`config.mk`:
```
export PLATFORM = sky130hd
export DESIGN_NAME = pll_drp_ctrl
export DESIGN_NICKNAME = d
export VERILOG_FILES = /design/src/rtl/pll_drp_pkg.sv /design/src/rtl/pll_drp_ctrl_drp_access.sv /design/src/rtl/pll_drp_ctrl.sv
export SDC_FILE = /design/constraint.sdc
export NUM_CORES = 1
export LEC_CHECK = 0
export CAP_MARGIN = 10
export CORE_MARGIN = 2
export CORE_UTILIZATION = 46
export DETAILED_ROUTE_END_ITERATION = 16
export PLACE_DENSITY = 0.73
export SLEW_MARGIN = 10
export SYNTH_ARGS = -nofsm -noshare
export SYNTH_HDL_FRONTEND = slang
export SYNTH_SLANG_ARGS = --single-unit
```
`constraint.sdc`:
```
create_clock -name i_dclk -period 1.9 [get_ports i_dclk]
set_input_delay 0.38 -clock i_dclk [delete_from_list [all_inputs] [get_ports i_dclk]]
set_output_delay 0.38 -clock i_dclk [all_outputs]
set_load 0.005 [all_outputs]
```
`src/rtl/pll_drp_pkg.sv`:
```
// Shared types and constants for the PLL DRP reconfiguration controller.
// The optional readback verify (PLL_DRP_CTRL_READBACK_EN) uses ST_VFY_* and ERR_VERIFY.
package pll_drp_pkg;

    localparam int ADDR_W = 7;
    localparam int DATA_W = 16;

    typedef enum logic [3:0] {
        ST_IDLE,
        ST_HOLD,
        ST_WAIT_ENTRY,
        ST_RD_REQ,
        ST_RD_WAIT,
        ST_WR_REQ,
        ST_WR_WAIT,
        ST_VFY_REQ,
        ST_VFY_WAIT,
        ST_RELEASE,
        ST_WAIT_LOCK
    } state_t;

    localparam logic [1:0] ERR_NONE   = 2'd0;
    localparam logic [1:0] ERR_DRDY   = 2'd1;
    localparam logic [1:0] ERR_LOCK   = 2'd2;
    localparam logic [1:0] ERR_VERIFY = 2'd3;

    // A set mask bit keeps the current register bit; a clear one takes the new data bit.
    function automatic logic [DATA_W-1:0] rmw_merge(input logic [DATA_W-1:0] old_val,
                                                    input logic [DATA_W-1:0] mask,
                                                    input logic [DATA_W-1:0] data);
        return (old_val & mask) | (data & ~mask);
    endfunction

endpackage

```
`src/rtl/pll_drp_ctrl_drp_access.sv`:
```
// Single DRP transaction engine: one-cycle DEN pulse, DRDY wait and timeout.
// DADDR/DI are held between accesses; DRDY is only honoured after the DEN cycle.
module drp_access
    import pll_drp_pkg::*;
#(
    parameter int TIMEOUT = 64
) (
    input  logic              i_clk,
    input  logic              i_rst,
    input  logic              i_start,
    input  logic              i_we,
    input  logic [ADDR_W-1:0] i_addr,
    input  logic [DATA_W-1:0] i_wdata,
    input  logic              i_drdy,
    output logic              o_den,
    output logic              o_dwe,
    output logic [ADDR_W-1:0] o_daddr,
    output logic [DATA_W-1:0] o_di,
    output logic              o_done,
    output logic              o_timeout
);

    localparam int CW = (TIMEOUT > 2) ? $clog2(TIMEOUT) : 1;
    localparam logic [CW-1:0] CNT_LAST = CW'(TIMEOUT - 1);

    logic              r_den;
    logic              r_dwe;
    logic [ADDR_W-1:0] r_daddr;
    logic [DATA_W-1:0] r_di;
    logic              r_pending;
    logic [CW-1:0]     r_cnt;
    logic              w_wait;

    // NOTE: done/timeout are combinational so the sequencer can react in the DRDY cycle itself.
    assign w_wait    = r_pending & ~r_den;
    assign o_done    = w_wait & i_drdy;
    assign o_timeout = w_wait & ~i_drdy & (r_cnt == CNT_LAST);

    always_ff @(posedge i_clk) begin
        if (i_rst) begin
            r_den     <= 1'b0;
            r_dwe     <= 1'b0;
            r_daddr   <= '0;
            r_di      <= '0;
            r_pending <= 1'b0;
            r_cnt     <= '0;
        end else begin
            r_den <= i_start;
            r_dwe <= i_start & i_we;
            if (i_start) begin
                r_pending <= 1'b1;
                r_cnt     <= '0;
                r_daddr   <= i_addr;
                if (i_we) r_di <= i_wdata;
            end else if (o_done || o_timeout) begin
                r_pending <= 1'b0;
            end else if (r_pending) begin
                r_cnt <= r_cnt + 1'b1;
            end
        end
    end

    assign o_den   = r_den;
    assign o_dwe   = r_dwe;
    assign o_daddr = r_daddr;
    assign o_di    = r_di;

endmodule

```
`src/rtl/pll_drp_ctrl.sv`:
```
// DRP initiator: holds the PLL in reset, applies read-modify-write entries, waits for lock.
// Define PLL_DRP_CTRL_READBACK_EN to add a verify read after every write.
module pll_drp_ctrl
    import pll_drp_pkg::*;
#(
    parameter int DRDY_TIMEOUT = 64,
    parameter int LOCK_TIMEOUT = 65535,
    parameter int RST_HOLD     = 4
) (
    input  logic              i_dclk,
    input  logic              i_rst,
    input  logic              i_cfg_valid,
    output logic              o_cfg_ready,
    input  logic [ADDR_W-1:0] i_cfg_addr,
    input  logic [DATA_W-1:0] i_cfg_mask,
    input  logic [DATA_W-1:0] i_cfg_data,
    input  logic              i_cfg_last,
    output logic              o_busy,
    output logic              o_done,
    output logic              o_error,
    output logic [1:0]        o_err_code,
    output logic [ADDR_W-1:0] o_daddr,
    output logic              o_den,
    output logic              o_dwe,
    output logic [DATA_W-1:0] o_di,
    input  logic [DATA_W-1:0] i_do,
    input  logic              i_drdy,
    output logic              o_pll_rst,
    input  logic              i_locked
);

    localparam int HW = (RST_HOLD > 2) ? $clog2(RST_HOLD) : 1;
    localparam int LW = (LOCK_TIMEOUT > 2) ? $clog2(LOCK_TIMEOUT) : 1;
    localparam logic [HW-1:0] HOLD_LAST = HW'(RST_HOLD - 1);
    localparam logic [LW-1:0] LOCK_LAST = LW'(LOCK_TIMEOUT - 1);

    state_t            r_state;
    logic              r_cfg_ready;
    logic              r_busy;
    logic              r_done;
    logic              r_error;
    logic [1:0]        r_err_code;
    logic              r_pll_rst;
    logic [HW-1:0]     r_hold_cnt;
    logic [LW-1:0]     r_lock_cnt;
    logic [ADDR_W-1:0] r_addr;
    logic [DATA_W-1:0] r_mask;
    logic [DATA_W-1:0] r_data;
    logic              r_last;

    logic              w_handshake;
    logic              w_rd_start;
    logic              w_wr_start;
    logic              w_vfy_start;
    logic              w_acc_start;
    logic [ADDR_W-1:0] w_acc_addr;
    logic [DATA_W-1:0] w_acc_wdata;
    logic              w_acc_done;
    logic              w_acc_timeout;

    assign w_handshake = r_cfg_ready & i_cfg_valid;
    assign w_rd_start  = w_handshake;
    assign w_wr_start  = (r_state == ST_RD_WAIT) & w_acc_done;
`ifdef PLL_DRP_CTRL_READBACK_EN
    assign w_vfy_start = (r_state == ST_WR_WAIT) & w_acc_done;
`else
    assign w_vfy_start = 1'b0;
`endif
    assign w_acc_start = w_rd_start | w_wr_start | w_vfy_start;
    // The read is launched in the handshake cycle, before the entry registers load.
    assign w_acc_addr  = w_rd_start ? i_cfg_addr : r_addr;
    assign w_acc_wdata = rmw_merge(i_do, r_mask, r_data);

    drp_access #(
        .TIMEOUT (DRDY_TIMEOUT)
    ) u_drp_access (
        .i_clk     (i_dclk),
        .i_rst     (i_rst),
        .i_start   (w_acc_start),
        .i_we      (w_wr_start),
        .i_addr    (w_acc_addr),
        .i_wdata   (w_acc_wdata),
        .i_drdy    (i_drdy),
        .o_den     (o_den),
        .o_dwe     (o_dwe),
        .o_daddr   (o_daddr),
        .o_di      (o_di),
        .o_done    (w_acc_done),
        .o_timeout (w_acc_timeout)
    );

    // NOTE: outputs are registered, so each transition sets them for the state it enters.
    always_ff @(posedge i_dclk) begin
        if (i_rst) begin
            r_state     <= ST_IDLE;
            r_cfg_ready <= 1'b0;
            r_busy      <= 1'b0;
            r_done      <= 1'b0;
            r_error     <= 1'b0;
            r_err_code  <= ERR_NONE;
            r_pll_rst   <= 1'b0;
            r_hold_cnt  <= '0;
            r_lock_cnt  <= '0;
            r_addr      <= '0;
            r_mask      <= '0;
            r_data      <= '0;
            r_last      <= 1'b0;
        end else begin
            r_done <= 1'b0;
            case (r_state)
                ST_IDLE: begin
                    if (i_cfg_valid) begin
                        r_error    <= 1'b0;
                        r_err_code <= ERR_NONE;
                        r_pll_rst  <= 1'b1;
                        r_busy     <= 1'b1;
                        r_hold_cnt <= '0;
                        r_state    <= ST_HOLD;
                    end
                end
                ST_HOLD: begin
                    if (r_hold_cnt == HOLD_LAST) begin
                        r_cfg_ready <= 1'b1;
                        r_state     <= ST_WAIT_ENTRY;
                    end else begin
                        r_hold_cnt <= r_hold_cnt + 1'b1;
                    end
                end
                ST_WAIT_ENTRY: begin
                    if (w_handshake) begin
                        r_cfg_ready <= 1'b0;
                        r_addr      <= i_cfg_addr;
                        r_mask      <= i_cfg_mask;
                        r_data      <= i_cfg_data;
                        r_last      <= i_cfg_last;
                        r_state     <= ST_RD_REQ;
                    end
                end
                ST_RD_REQ: r_state <= ST_RD_WAIT;
                ST_RD_WAIT: begin
                    if (w_acc_done) begin
                        r_state <= ST_WR_REQ;
                    end else if (w_acc_timeout) begin
                        r_error    <= 1'b1;
                        r_err_code <= ERR_DRDY;
                        r_busy     <= 1'b0;
                        r_state    <= ST_IDLE;
                    end
                end
                ST_WR_REQ: r_state <= ST_WR_WAIT;
                ST_WR_WAIT: begin
                    if (w_acc_done) begin
`ifdef PLL_DRP_CTRL_READBACK_EN
                        r_state <= ST_VFY_REQ;
`else
                        if (r_last) begin
                            r_pll_rst <= 1'b0;
                            r_state   <= ST_RELEASE;
                        end else begin
                            r_cfg_ready <= 1'b1;
                            r_state     <= ST_WAIT_ENTRY;
                        end
`endif
                    end else if (w_acc_timeout) begin
                        r_error    <= 1'b1;
                        r_err_code <= ERR_DRDY;
                        r_busy     <= 1'b0;
                        r_state    <= ST_IDLE;
                    end
                end
`ifdef PLL_DRP_CTRL_READBACK_EN
                ST_VFY_REQ: r_state <= ST_VFY_WAIT;
                ST_VFY_WAIT: begin
                    if (w_acc_done) begin
                        if (i_do != o_di) begin
                            r_error    <= 1'b1;
                            r_err_code <= ERR_VERIFY;
                            r_busy     <= 1'b0;
                            r_state    <= ST_IDLE;
                        end else if (r_last) begin
                            r_pll_rst <= 1'b0;
                            r_state   <= ST_RELEASE;
                        end else begin
                            r_cfg_ready <= 1'b1;
                            r_state     <= ST_WAIT_ENTRY;
                        end
                    end else if (w_acc_timeout) begin
                        r_error    <= 1'b1;
                        r_err_code <= ERR_DRDY;
                        r_busy     <= 1'b0;
                        r_state    <= ST_IDLE;
                    end
                end
`endif
                // LOCKED is not looked at here: this is the first cycle with the PLL out of reset.
                ST_RELEASE: begin
                    r_lock_cnt <= '0;
                    r_state    <= ST_WAIT_LOCK;
                end
                ST_WAIT_LOCK: begin
                    if (i_locked) begin
                        r_done  <= 1'b1;
                        r_busy  <= 1'b0;
                        r_state <= ST_IDLE;
                    end else if (r_lock_cnt == LOCK_LAST) begin
                        r_error    <= 1'b1;
                        r_err_code <= ERR_LOCK;
                        r_busy     <= 1'b0;
                        r_state    <= ST_IDLE;
                    end else begin
                        r_lock_cnt <= r_lock_cnt + 1'b1;
                    end
                end
                default: r_state <= ST_IDLE;
            endcase
        end
    end

    assign o_cfg_ready = r_cfg_ready;
    assign o_busy      = r_busy;
    assign o_done      = r_done;
    assign o_error     = r_error;
    assign o_err_code  = r_err_code;
    assign o_pll_rst   = r_pll_rst;

endmodule

```
-- Yosys cells after proc, flatten, opt, wreduce, memory -nomap -nowiden
Index checks and enable logic that the tools add are counted.
- register bits: 101
- bits of input ports: 61
- multiplexer cells: 45
- add/subtract/negate cells: 3
- reductions and logical operators: 21
- equal/unequal tests: 24
- bitwise logic cells: 16
- operators with widths (cell ; count):
    $mux W4 ; 9
    $pmux W4 S9 ; 1
    $and A16 B16 Y16 ; 2
    $mux W16 ; 2
    $pmux W16 S2 ; 1
    $ne A2 B2 Y1 const B ; 10
    $mux W1 ; 19
    $add A16 B1 Y16 const B ; 1
    $eq A16 B16 Y1 const B ; 1
    $not A16 Y16 ; 1
    $or A16 B16 Y16 ; 1
    $eq A4 B3 Y1 const B ; 3
    $mux W2 ; 6
    $reduce_and A5 Y1 ; 2
    $pmux W1 S3 ; 3
    $eq A4 B2 Y1 const B ; 2
    $eq A4 B4 Y1 const B ; 2
    $reduce_and A4 Y1 ; 2
    $reduce_bool A2 Y1 ; 4
    $and A1 B1 Y1 ; 7
    $mux W7 ; 1
    $add A6 B1 Y6 const B ; 1
    $eq A6 B6 Y1 const B ; 1
    $pmux W2 S3 ; 1
    16 further kinds ; 26

-- Logic depth before layout (Yosys ltp)
Gate-level depths: netlist of the first run.
- depth in word-level cells: 7
- depth in mapped cells: 8

-- Hierarchy
A second synthesis of the first run with hierarchy kept.
- cells, all modules: 532
- area, all modules: 4596.9 um2
- by module, submodules not included (module ; instances ; area each (um2) ; cells an instance ; seq. area each (um2)):
    pll_drp_ctrl ; 1 ; 3295.7 ; 391 ; 1381.3
    drp_access ; 1 ; 1301.2 ; 141 ; 640.6

-- Worst setup path before layout of the first run
OpenSTA, ideal clock, no wires.
- path kind: register -> register
- from: reg r_state[0]
- to: reg r_lock_cnt[14]
- clock period less this slack: 1.881 ns
- required time: 1.829 ns
- slack: 0.019 ns
- stages on the path, launching flop included: 8
- buffers on the path: 2
- library setup time: 0.071 ns
- arrival time: 1.810 ns
- cells stage by stage: dfxtp_1 -> buf_6 -> nand4bb_1 -> or2_0 -> buf_2 -> a2bb2oi_2 -> or4_1 -> a21oi_1
- longest elaborated chain between the ends: 3
- RTL lines (item ; RTL line ; RTL):
    from (decl) ; pll_drp_ctrl.sv:37 ; state_t r_state;
    from (signal assigned) ; pll_drp_ctrl.sv:95 ; r_state <= ST_IDLE;
    from (signal assigned) ; pll_drp_ctrl.sv:118 ; r_state <= ST_HOLD;
    from (signal assigned) ; pll_drp_ctrl.sv:124 ; r_state <= ST_WAIT_ENTRY;
    $eq A4 B4 Y1 ; pll_drp_ctrl.sv:110 ; case (r_state)
    $ne A2 B2 Y1 (no source line) / $reduce_bool A2 Y1 (equally long branches) ; -- ;
    $reduce_and A3 Y1 (no source line) ; -- ;
    to (signal assigned) ; pll_drp_ctrl.sv:211 ; r_lock_cnt <= r_lock_cnt + 1'b1;
    to (decl) ; pll_drp_ctrl.sv:45 ; logic [LW-1:0] r_lock_cnt;
Parallel ways exist; a longest one is shown, timed or not.
A chain may end at the register's enable or synchronous reset.

-- Worst setup path after layout of the first run
- from: reg r_state[0]
- to: reg r_lock_cnt[8]
Same word-level chain as after synthesis.

==> summary.md, run 1 <==
| Metric | Value |
|---|---|
| Core footprint | 9150 um^2 |
| Pin count of the biggest net entering global routing | 58 |
| Yosys warns | 0 |
| Worst hold path startpoint | i_rst |
| # hold bufs at CTS | 0 |
| Remaining DRCs | 0 |
| Top_reg_cell synth | dfxtp_1 |
| Number of cells on the worst hold path | 2 |
| Fin crit period | 1.85 ns |
| Chip Width | 101 um |
| Die area | 10100 um^2 |
| Leak pwr | 2.00 nW |
| Most common cell after layout, fill and taps aside | dfxtp_1 |
| R2R Path End | r_lock_cnt[8] |
| Clock skew | 0.0135 ns |
| Placer Congestion | 0.898 |
| All-layer global routing usage | 0.219 |
| Drt wl/cell | 14.8 um |
| Post-synth ARST share | 0 |
| Critical-path top delay cell | or4_1 |
| Post-route clock period utilization | 0.973 |
| Setup tns final | 0 ns |
| Clock root buffer | clkbuf_8 |
| CP Max Fanout | 9 |
| Crit path launch type | register |
| Max Cap Viol | 0 |
| Reg2reg start | r_state[0] |
| Mapped Cells | 506 |
| Fmax | 541 MHz |
| Library cells used by synthesis | 49 |
| Final count of pins violating max slew | 0 |
| Routed vias/inst | 5.37 |
| Post-DP HPWL | 7620 um |
| Slew HR | 0.640 |
| Hold Path Class | input pin to register |
| CTS sink count | 101 |
| Clock latency on the worst-skew pair | 0.38 ns |
| Hold Path Sink | r_hold_cnt[1] |
| # rows | 35 |
| Fin. Hold Viols | 0 |
| FF-to-FF path depth | 6 |
| Starting Density | 0.468 |
| CTS tree | built |
| Worst-path cell chain | nand4bb_4 > or2_4 > a2bb2oi_4 > buf_4 > or4_1 > a21oi_1 |
| 1st-pass router iterations | 4 |
| CP Data Required Time | 2.21 ns |
| # IOs | 93 |
| IO Port Bufs | 92 |
| Number of flops mapped to enable cells by yosys | 0 |
| Total number of H-tree levels | 3 |
| Most frequent cells in the layout | 96 x dfxtp_1, 91 x clkdlybuf4s50_1, 90 x nand2_1, 56 x nor2_1, 55 x a21oi_1 |
| Final setup fails | 0 |
| Status | complete, no violations |
| Core Util, Final | 0.650 |
| CP Data Arrival Time | 2.16 ns |
| Post-synthesis net count | 571 |
| Worst vdd ir | 0.416 mV |
| Layout area overhead | 38.7% |
| Crit. End Element | register |
| Longest Clk Path Bufs | 2 |
| Final ANT Viol Nets | 0 |
| Setup Crit Path Kind | register to register |
| Nets@finish | 694 |
| Die Span Y | 101 um |
| Cts bufs inserted | 9 |
| Number of global-route vias before repair | 3877 |
| Reg clk slew, reported paths | 0.10 ns |
| Inserted Diodes | 0 |
| Via Count | 4001 |
| Routed WL | 11000 um |
| Share of layout cells above drive strength 1 | 0.142 |
| Worst Tran Pin Value | 0.540 ns |
| PD cells | 776 nW/um^2 |
| Syn Std Cell Area | 4290 um^2 |
| Synth Register Bits | 101 |
| Worst path max stage delay | 0.47 ns |
| Antenna violations before repair | 0 |
| FF-to-FF setup slack | 0.05 ns |
| GR Overflow Total | 0 |
| Worst Setup SP | r_state[0] |
| Register area share after synthesis | 0.472 |
| DRT iter0 DRCs | 142 |
| First-pass GRT wire length | 17900 um |
| Synth Area per Inst | 8.47 um^2 |
==> flip-flops by register name, indices dropped and copies added, names as in the netlist, 2 cells and up <==
register,cells
r_state,4
r_mask,16
o_err_code,2
r_data,16
u_drp_access.o_daddr,7
u_drp_access.o_di,16
r_addr,7
r_lock_cnt,16
u_drp_access.r_cnt,6
r_hold_cnt,2
==> synthesized netlist by cell type, types with 4 or more instances <==
master,instances,area share
a211oi_1,29,0.051
a21oi_1,55,0.064
buf_2,10,0.012
clkbuf_1,21,0.018
dfxtp_1,101,0.47
ha_1,4,0.012
inv_1,6,0.0053
mux2i_1,25,0.058
nand2_1,90,0.079
nand2b_1,5,0.0073
nand3_1,11,0.013
nand3b_1,4,0.0070
nand4_1,6,0.0088
nor2_1,57,0.050
nor2b_1,4,0.0058
nor3_1,5,0.0058
nor3b_1,4,0.0070
o21ai_0,10,0.012
o31ai_1,4,0.0070
or3_1,6,0.0088
xnor2_1,11,0.022
==> report_power, final <==
part	total, mW	switching [mW]	internal [mW]
clock	1.37	0.812	0.554
combinational	0.973	0.457	0.515
sequential	2.27	0.0709	2.20
total	4.61	1.34	3.27
==> worst max-delay path, delay by kind of cell (launching register included) <==
kind	cells	cell delay, ns
and+or+nand+nor	3	0.96
DFF	1	0.36
AOI/OAI and AO/OA	2	0.31
buffers and inverters	1	0.17
==> cell families (layout without fill, tap and decap cells) <==
logic type,Yosys count,count (layout),share of synthesized area
compound gates,114,114,0.164
xor+xnor,13,13,0.0266
simple gates,210,210,0.228
buf+inv,39,167,0.0397
mux,25,25,0.0584
fa+ha+maj,4,4,0.0117
flops,101,101,0.472
==> metrics by stage <==
stage / setup WS, ns / cell area [um^2] / hold slack, ns / total power [mW] / cells
after global placement: -0.177 / 5610 / 0.441 / 3.21 / 724
final: 0.0518 / 5950 / 0.326 / 4.61 / 745
after global routing: -0.0621 / 5950 / 0.331 / 4.84 / 745
after CTS: 0.00365 / 5820 / 0.323 / 4.59 / 740
after floorplan: 0.0191 / 4290 / 0.436 / 2.75 / 506
after detailed placement: -0.271 / 5610 / 0.448 / 3.22 / 724
==> worst max-delay path by stage <==
stage                                         end  depth (start not counted)
after floorplan                    r_lock_cnt[14]                          7
after global placement              o_err_code[1]                          6
after detailed placement            o_err_code[1]                          6
after CTS                 u_drp_access.o_daddr[0]                          6
after global routing                      o_error                          6
final                               r_lock_cnt[8]                          6
==> layer usage <==
metal / GRT usage / up-vias / routed length, um
met5: 0 / - / 0
met4: 0.0674 / 0 / 147
met3: 0.0513 / 15 / 514
met2: 0.370 / 83 / 5470
met1: 0.279 / 1890 / 4870
li1: - / 2013 / -
==> repair_timing <==
item	in CTS	in global routing
cloned	0	0
setup endpoints to repair	10	39
resized for setup	2	21
buffers inserted	0	5
pin swaps	0	6
==> final cells by class <==
type	instances	area [um^2]
Clock inverter	6	62.6
Fill cell	777	3210
Timing Repair Buffer	145	1380
Multi-Input combinational cell	366	2180
Sequential cell	101	2030
Tap cell	111	139
Inverter	6	22.5
Clock buffer	10	138
Note: power is estimated with default switching activity, not from simulation.
==> run 2, diff against run 1 <==
--- a/config.mk
+++ b/config.mk
@@ -7,9 +7,10 @@
 export LEC_CHECK = 0
 export CAP_MARGIN = 10
 export CORE_MARGIN = 2
-export CORE_UTILIZATION = 46
+export CORE_UTILIZATION = 47
+export CTS_BUF_LIST = sky130_fd_sc_hd__clkbuf_8
 export DETAILED_ROUTE_END_ITERATION = 16
-export PLACE_DENSITY = 0.73
+export PLACE_DENSITY = 0.78
 export SLEW_MARGIN = 10
 export SYNTH_ARGS = -nofsm -noshare
 export SYNTH_HDL_FRONTEND = slang
==> constraint.sdc (replaced) <==
create_clock -name i_dclk -period 1.9 [get_ports i_dclk]
set_input_delay 0.19 -clock i_dclk [delete_from_list [all_inputs] [get_ports i_dclk]]
set_output_delay 0.19 -clock i_dclk [all_outputs]
set_load 0.005 [all_outputs]
==> summary.md, run 2 (synthesis results as in run 1) <==
| Metric | Value |
|---|---|
| Non-filler cells, final | 735 |
| Placed cell area | 5530 um^2 |
| WP buf/inv | 1 |
| R2R Path End | r_lock_cnt[12] |
| Fmax | 540 MHz |
| Core Util, Final | 0.680 |
| Placer Congestion | 0.842 |
| Reg clk slew, reported paths | 0.10 ns |
| Inserted Diodes | 0 |
| Fin. Hold Viols | 0 |
| Worst-path cell chain | nand4bb_1 > or2_1 > a2bb2oi_2 > buf_12 > or4_4 > a21oi_2 |
| CP Data Required Time | 2.22 ns |
| Drt wl/cell | 16.3 um |
| Share of layout cells above drive strength 1 | 0.131 |
| Internal power | 3.32 mW |
| Clock latency on the worst-skew pair | 0.38 ns |
| All-layer global routing usage | 0.222 |
| Post-DP HPWL | 7840 um |
| Max Cap Viol | 0 |
| CP delay by family, top | simple AND/OR/NAND/NOR gates |
| Final setup fails | 0 |
| Setup Crit Path Kind | register to register |
| Worst path max stage delay | 0.48 ns |
| # IOs | 93 |
| Crit. End Element | register |
| Routed WL | 12000 um |
| Core footprint | 8760 um^2 |
| Starting Density | 0.489 |
| CTS tree | built |
| Reg2reg start | r_state[2] |
| CTS sink count | 101 |
| Worst vdd ir | 0.383 mV |
| Power Total | 4.64 mW |
| Worst hold path startpoint | i_rst |
| Status | complete, no violations |
| Seq pwr share | 0.485 |
| GR Overflow Total | 0 |
| Comb pwr share | 0.206 |
| 1st-pass router iterations | 5 |
| Nets@finish | 687 |
| Crit path launch type | register |
| Chip Width | 99.5 um |
| DRT iter0 DRCs | 182 |
| Cts bufs inserted | 9 |
| NetSw | 1.32 mW |
| FF-to-FF path depth | 6 |
| Critical-path top delay cell | or4_4 |
| FILL cells | 723 |
| Die area | 9900 um^2 |
| IO Port Bufs | 92 |
| Most frequent cells in the layout | 98 x dfxtp_1, 91 x clkdlybuf4s50_1, 90 x nand2_1, 57 x nor2_1, 53 x a21oi_1 |
| CP Max Fanout | 18 |
| Sw frac | 0.285 |
| Via Count | 4091 |
| PD cells | 779 nW/um^2 |
| CP Data Arrival Time | 2.17 ns |
| First-pass GRT wire length | 17700 um |
| Most common cell after layout, fill and taps aside | dfxtp_1 |
| Leak pwr | 1.99 nW |
| Hold Path Class | input pin to register |
| Die Span Y | 99.5 um |
| Final count of pins violating max slew | 0 |
| Clock share of power | 0.309 |
| Clock skew | 0.0177 ns |
| Setup tns final | 0 ns |
| Pin count of the biggest net entering global routing | 43 |
| Placed Cells | 712 |
| Worst Tran Pin Value | 0.542 ns |
| Antenna violations before repair | 0 |
| Number of cells on the worst hold path | 2 |
| Slew HR | 0.636 |
| Number of global-route vias before repair | 3810 |
| Routed vias/inst | 5.57 |
| Layout area overhead | 38.9% |
| Final ANT Viol Nets | 0 |
| Fin crit period | 1.85 ns |
| Remaining DRCs | 0 |
| Longest Clk Path Bufs | 2 |
| # hold bufs at CTS | 0 |
| Clock root buffer | clkbuf_8 |
| Hold Path Sink | r_state[0] |
| Worst Setup SP | r_state[2] |
| Total number of H-tree levels | 3 |
| Post-route clock period utilization | 0.975 |
| FF-to-FF setup slack | 0.05 ns |
| Finished Cell Area | 5960 um^2 |
| # rows | 34 |
[run 2: changes by cell type in the layout (fill, tap and decap cells not counted), moves of 2 or more]
cell / change
or4_1: -2
a21oi_1: -2
inv_8: -4
inv_1: +2
a21oi_2: +2
dfxtp_2: -2
or4_4: +2
inv_6: +2
buf_4: -10
clkbuf_16: +4
dfxtp_1: +2
[run 2: per-stage QoR]
stage,setup WS (ns),hold WS (ns)
2_1_floorplan,0.0191,0.326
4_1_cts,0.00886,0.202
3_5_place_dp,-0.135,0.446
3_3_place_gp,-0.00142,0.441
5_1_grt,-0.0278,0.206
6_report,0.0480,0.204
[run 2: worst max path at each step]
stage	endpoint	cells past startpoint
6_report	r_lock_cnt[12]	6
5_1_grt	u_drp_access.o_daddr[4]	7
4_1_cts	u_drp_access.o_daddr[6]	7
3_5_place_dp	o_err_code[1]	6
3_3_place_gp	o_err_code[1]	6
2_1_floorplan	r_lock_cnt[14]	7
[run 2: power groups by stage]
stage / clock, mW / sequential, mW / combinational (mW)
floorplan: 0 / 2.29 / 0.459
global placement: 0 / 2.30 / 0.881
detailed placement: 0 / 2.30 / 0.888
CTS: 1.45 / 2.25 / 0.894
global route: 1.56 / 2.26 / 1.04
finish: 1.43 / 2.25 / 0.955
[run 2: metal layers]
layer	up-vias	GRT usage	routed length [um]
li1	2000	-	-
met1	1939	0.287	5160
met2	131	0.367	5760
met3	21	0.0485	795
met4	0	0.0759	263
met5	-	0	0
[run 2: timing repair]
action / in CTS / in global routing
gates resized for setup: 2 / 24
gates cloned: 0 / 4
pin swaps: 1 / 3
endpoints found under the setup margin: 2 / 60
setup buffers: 1 / 2
[run 2: cell type report]
| cell class | instances | area, um^2 | area share |
|---|---|---|---|
| clock buffer | 9 | 124 | 0.0208 |
| clock inverter | 7 | 83.8 | 0.0141 |
| inverter | 6 | 22.5 | 0.00378 |
| multi-input combinational | 366 | 2180 | 0.366 |
| sequential | 101 | 2030 | 0.340 |
| tap | 108 | 135 | 0.0227 |
| timing repair buffer | 138 | 1390 | 0.233 |
==> run 3, diff against run 2 <==
--- a/config.mk
+++ b/config.mk
@@ -7,11 +7,10 @@
 export LEC_CHECK = 0
 export CAP_MARGIN = 10
 export CORE_MARGIN = 2
-export CORE_UTILIZATION = 47
+export CORE_UTILIZATION = 41
 export CTS_BUF_LIST = sky130_fd_sc_hd__clkbuf_8
 export DETAILED_ROUTE_END_ITERATION = 16
-export PLACE_DENSITY = 0.78
-export SLEW_MARGIN = 10
+export PLACE_DENSITY = 0.69
 export SYNTH_ARGS = -nofsm -noshare
 export SYNTH_HDL_FRONTEND = slang
 export SYNTH_SLANG_ARGS = --single-unit
==> summary.md, run 3 (synthesis results as in run 1) <==
| Metric | Value |
|---|---|
| Die area | 11300 um^2 |
| IO Port Bufs | 92 |
| # hold bufs at CTS | 0 |
| Worst path max stage delay | 0.46 ns |
| Number of global-route vias before repair | 3611 |
| CTS sink count | 101 |
| Placed cell area | 5520 um^2 |
| Leak pwr | 1.89 nW |
| Post-DP HPWL | 7320 um |
| Worst hold path startpoint | i_rst |
| Most common cell after layout, fill and taps aside | dfxtp_1 |
| Setup ws final | 0.0686 ns |
| Hold Path Sink | r_state[0] |
| CTS tree | built |
| Die Span Y | 106 um |
| Clock root buffer | clkbuf_8 |
| Drt wl/cell | 13.9 um |
| Share of layout cells above drive strength 1 | 0.110 |
| Setup tns final | 0 ns |
| Slew HR | 0.678 |
| # rows | 37 |
| Final count of pins violating max slew | 0 |
| Routed vias/inst | 5.12 |
| Worst-path cell chain | nand4bb_4 > or2_4 > a2bb2oi_2 > buf_6 > or4_1 > a21oi_1 |
| Max Cap Viol | 0 |
| Fin. Hold Viols | 0 |
| Inserted Diodes | 0 |
| Finished Cell Area | 5830 um^2 |
| CP Data Required Time | 2.19 ns |
| All-layer global routing usage | 0.186 |
| Status | complete, no violations |
| Worst slack, placed | -0.131 ns |
| Number of cells on the worst hold path | 2 |
| GR Overflow Total | 0 |
| Clock skew | 0.0115 ns |
| Antenna violations before repair | 0 |
| Hold Path Class | input pin to register |
| Pin count of the biggest net entering global routing | 31 |
| Hold_ws | 0.251 ns |
| Reg clk slew, reported paths | 0.10 ns |
| Most frequent cells in the layout | 98 x dfxtp_1, 91 x clkdlybuf4s50_1, 90 x nand2_1, 56 x nor2_1, 55 x a21oi_1 |
| Cts bufs inserted | 9 |
| Critical-path top delay cell | or4_1 |
| Placed Cells | 734 |
| Core Util, Final | 0.569 |
| Crit path launch type | register |
| Crit. End Element | register |
| Fin crit period | 1.83 ns |
| Final ANT Viol Nets | 0 |
| Reg2reg start | r_state[0] |
| Longest Clk Path Bufs | 2 |
| Post-route clock period utilization | 0.964 |
| Remaining DRCs | 0 |
| Nets@finish | 678 |
| WP buf/inv | 1 |
| FF-to-FF setup slack | 0.07 ns |
| Chip Width | 106 um |
| # IOs | 93 |
| Worst Tran Pin Value | 0.484 ns |
| 1st-pass router iterations | 4 |
| Non-filler cells, final | 754 |
| Power Total | 4.50 mW |
| Core footprint | 10200 um^2 |
| Via Count | 3860 |
| CP Max Fanout | 14 |
| Routed WL | 10500 um |
| First-pass GRT wire length | 17200 um |
| Placer Congestion | 0.807 |
| CP delay by family, top | simple AND/OR/NAND/NOR gates |
| Fmax | 546 MHz |
| Worst vdd ir | 0.351 mV |
| Final setup fails | 0 |
| Total number of H-tree levels | 3 |
| PD cells | 772 nW/um^2 |
| Starting Density | 0.419 |
| R2R Path End | r_lock_cnt[12] |
| CP Data Arrival Time | 2.12 ns |
| Layout area overhead | 35.9% |
| Setup Crit Path Kind | register to register |
| FF-to-FF path depth | 6 |
| DRT iter0 DRCs | 187 |
| Clock latency on the worst-skew pair | 0.36 ns |
| Unrepaired setup endpoints after global routing | yes |
[run 3: cell types whose count changed in the layout (fill, tap and decap cells not counted), sizes merged]
cell,change
buf,-6
clkbuf,-3
bufinv,-1
clkinv,-1
clkinvlp,+1
inv,+1
[run 3: worst max path at each step]
| stage | endpoint | start | cells after the start | slack (ns) |
|---|---|---|---|---|
| after detailed placement | o_err_code[1] | i_drdy | 6 | -0.13 |
| after global routing | r_mask[1] | r_state[1] | 7 | -0.001 |
| after global placement | o_err_code[1] | i_drdy | 6 | -0.1 |
| after floorplan | r_lock_cnt[14] | r_state[0] | 7 | 0.02 |
| after CTS | r_lock_cnt[12] | r_state[2] | 7 | 0.02 |
| final | r_lock_cnt[12] | r_state[0] | 6 | 0.07 |
[run 3: report_power, final]
group / switching (mW) / total [mW] / leakage, nW / internal [mW]
combinational: 0.454 / 0.974 / 0.987 / 0.520
sequential: 0.0594 / 2.26 / 0.816 / 2.20
clock: 0.769 / 1.27 / 0.0911 / 0.497
[run 3: worst register-to-register path: stages (launching register included)]
cell	delay [ns]
dfxtp_1	0.34
nand4bb_4	0.23
or2_4	0.27
a2bb2oi_2	0.17
buf_6	0.15
or4_1	0.46
a21oi_1	0.15
[run 3: final cells by class]
type	count	area, um^2
fillers	906	4410
multi-input cells	366	2160
flip-flops and latches	101	2030
repair buffers	129	1260
well taps	136	170
clock buffers	9	124
clock inverters	7	58.8
inverters	6	22.5
[run 3: what timing repair did]
item	CTS	global route
gates resized for setup	2	16
setup endpoints to repair	3	31
pin swaps	0	4
cloned	0	1
setup buffers	0	3
[run 3: per-layer routing]
layer / up-vias / track usage / wire length, um
li1: 1982 / - / -
met1: 1771 / 0.250 / 4950
met2: 89 / 0.303 / 4900
met3: 18 / 0.0282 / 416
met4: 0 / 0.0639 / 188
met5: - / 0 / 0
==> edit (settings of run 1) <==
Put one more register stage on the output `o_err_code`. The value now appears one clock later. The other outputs are not delayed to match.
--- a/src/rtl/pll_drp_ctrl.sv
+++ b/src/rtl/pll_drp_ctrl.sv
@@ -222,3 +222,5 @@
     assign o_error     = r_error;
-    assign o_err_code  = r_err_code;
+    always_ff @(posedge i_dclk) begin
+        o_err_code <= r_err_code;
+    end
     assign o_pll_rst   = r_pll_rst;
Formal check against the unedited RTL: no difference found for any inputs over 10 cycles, from zero or initial values and one cycle with i_rst high; that may be too few to reach the edited logic, so the function may still have changed.
==> edit against run 1 <==
Worst setup slack improved by 22 ps. Critical path type unchanged. Routed wire length fell by 1.3%. Sequential cell count rose by 2. Design area fell by 0.13%. Non-clock buffer count fell by 10. First-iteration DRC count rose by 22%. Power fell by 6.7%. Critical path depth rose by 1. Area after synthesis rose by 3.0%. Clock power fell by 3%. Combinational power fell by 28%.
==> edit: results (changes against run 1) <==
metric	value	unit	change
synthTopCellsByCount	nand2_1, dfxtp_1, a21oi_1, nor2_1, clkbuf_1		
use_met3	0.0636		+0.0123
p_leak	0.00196	uW	-2.0%
drt_iter0_drc	173		+22%
wirelength	10900	um	-1.3%
muxShareOfSynthArea	0.0456		-0.0128
place.gp.congestion	0.882		-1.8%
grt.total_usage	0.205		-0.0140
hp-class	reg -> reg		
synth_compound_area_frac	0.172		+0.00767
worstPathArrival	2080	ps	-80 ps
ys_seq_area_frac	0.467		-0.00469
hpwlAfterDp	7730	um	+1.5%
pre_cts_slack	-250	ps	+21.0 ps
synth-xor-area-share	0.0317		+0.00517
grt_pass1_wl	17300	um	-3.4%
grtUsageMet1	0.267		-0.0114
finalClockSkew	11.8	ps	-1.70 ps
post_synth_fa_ha_maj_area_fraction	0.0113		-0.000341
grt_max_degree	41		-29%
synth_cells	527		+4.2%
fillers	827		+6.4%
synth_fp_nets	592		+3.7%
run_status	complete, no violations		
tightestPinTransition	480	ps	-59.3 ps
place_inst	754		+4.1%
nets	701		+1.0%
use_met2	0.337		-0.0331
cts_max_path_buffers	2		unchanged
worstSkewPairLatency	370	ps	
grt_pass1_vias	3799		-2.0%
viasPerCell	5.25		-2.2%
wl_per_cell	14.1	um	-4.5%
peakVddDrop	443	uV	+6.6%
cts_setup_buffers	0		unchanged
-- edit: changes by cell type in the layout (fill, tap and decap cells not counted), sizes merged, moves of 7 or more --
cell / before / now
xor2: 2 / 12
nor2: 57 / 47
nand2: 90 / 110
xnor2: 11 / 4
a31oi: 2 / 9
buf: 54 / 44
a211oi: 29 / 19
-- edit: what timing repair did --
action                     4_1_cts  5_1_grt
resized for setup                1        9
setup endpoints to repair        2       38
pin swaps                        0        0
-- edit: logic make-up after synthesis --
group | Yosys count
and+or+nand+nor | 221
AOI/OAI and AO/OA | 122
xor gates and xnor gates | 16
DFF | 103
adders and majority gates | 4
muxes | 20
buffers and inverters | 41
-- edit: worst max-delay path, cell delays in order, from the launching register on --
cell      delay [ps]
dfxtp_1          350
ha_1             230
nor4bb_4         180
buf_4            140
a311oi_4         410
nand4_1          160
xor2_1           170
nor2_1            60
-- edit: layout make-up --
class | count | area (sq um) | area share
Clock buffer | 10 | 128 | 0.0215
Clock inverter | 6 | 62.6 | 0.0105
Inverter | 4 | 15.0 | 0.00253
Sequential cell | 103 | 2060 | 0.348
Multi-Input combinational cell | 383 | 2230 | 0.376
Timing Repair Buffer | 135 | 1280 | 0.215
Tap cell | 129 | 161 | 0.0272
-- edit: stage by stage --
step / total power [uW] / area, sq um / TNS (ps) / util
2_1_floorplan: 2660 / 4420 / 0 / -
3_3_place_gp: 2960 / 5700 / -2270 / 0.614
3_5_place_dp: 2990 / 5700 / -3460 / 0.614
4_1_cts: 4320 / 5890 / 0 / 0.635
5_1_grt: 4480 / 5940 / -4.36 / 0.640
6_report: 4300 / 5940 / 0 / 0.640
-- edit: path summary, 6_finish.rpt --
check	from	endpoint	slack, ps	depth (start not counted)
worst max register to register	u_drp_access.r_cnt[1]$_SDFFE_PP0P_	u_drp_access.r_cnt[5]$_SDFFE_PP0P_	70	7
worst max-delay path	u_drp_access.r_cnt[1]$_SDFFE_PP0P_	u_drp_access.r_cnt[5]$_SDFFE_PP0P_	70	7
worst min-delay path	r_err_code[1]$_SDFFE_PP0P_	o_err_code[1]$_DFF_P_	360	0
worst min register to register	r_err_code[1]$_SDFFE_PP0P_	o_err_code[1]$_DFF_P_	360	0
-- edit: layer usage --
metal / up-vias / wire, um
met4: 0 / 70
met3: 8 / 777
met2: 117 / 5040
met5: - / 0
li1: 2062 / -
met1: 1859 / 4960
-- edit: power by group --
group	switching, uW	internal (uW)
registers	51.0	2210
clock network	820	515
logic	326	379
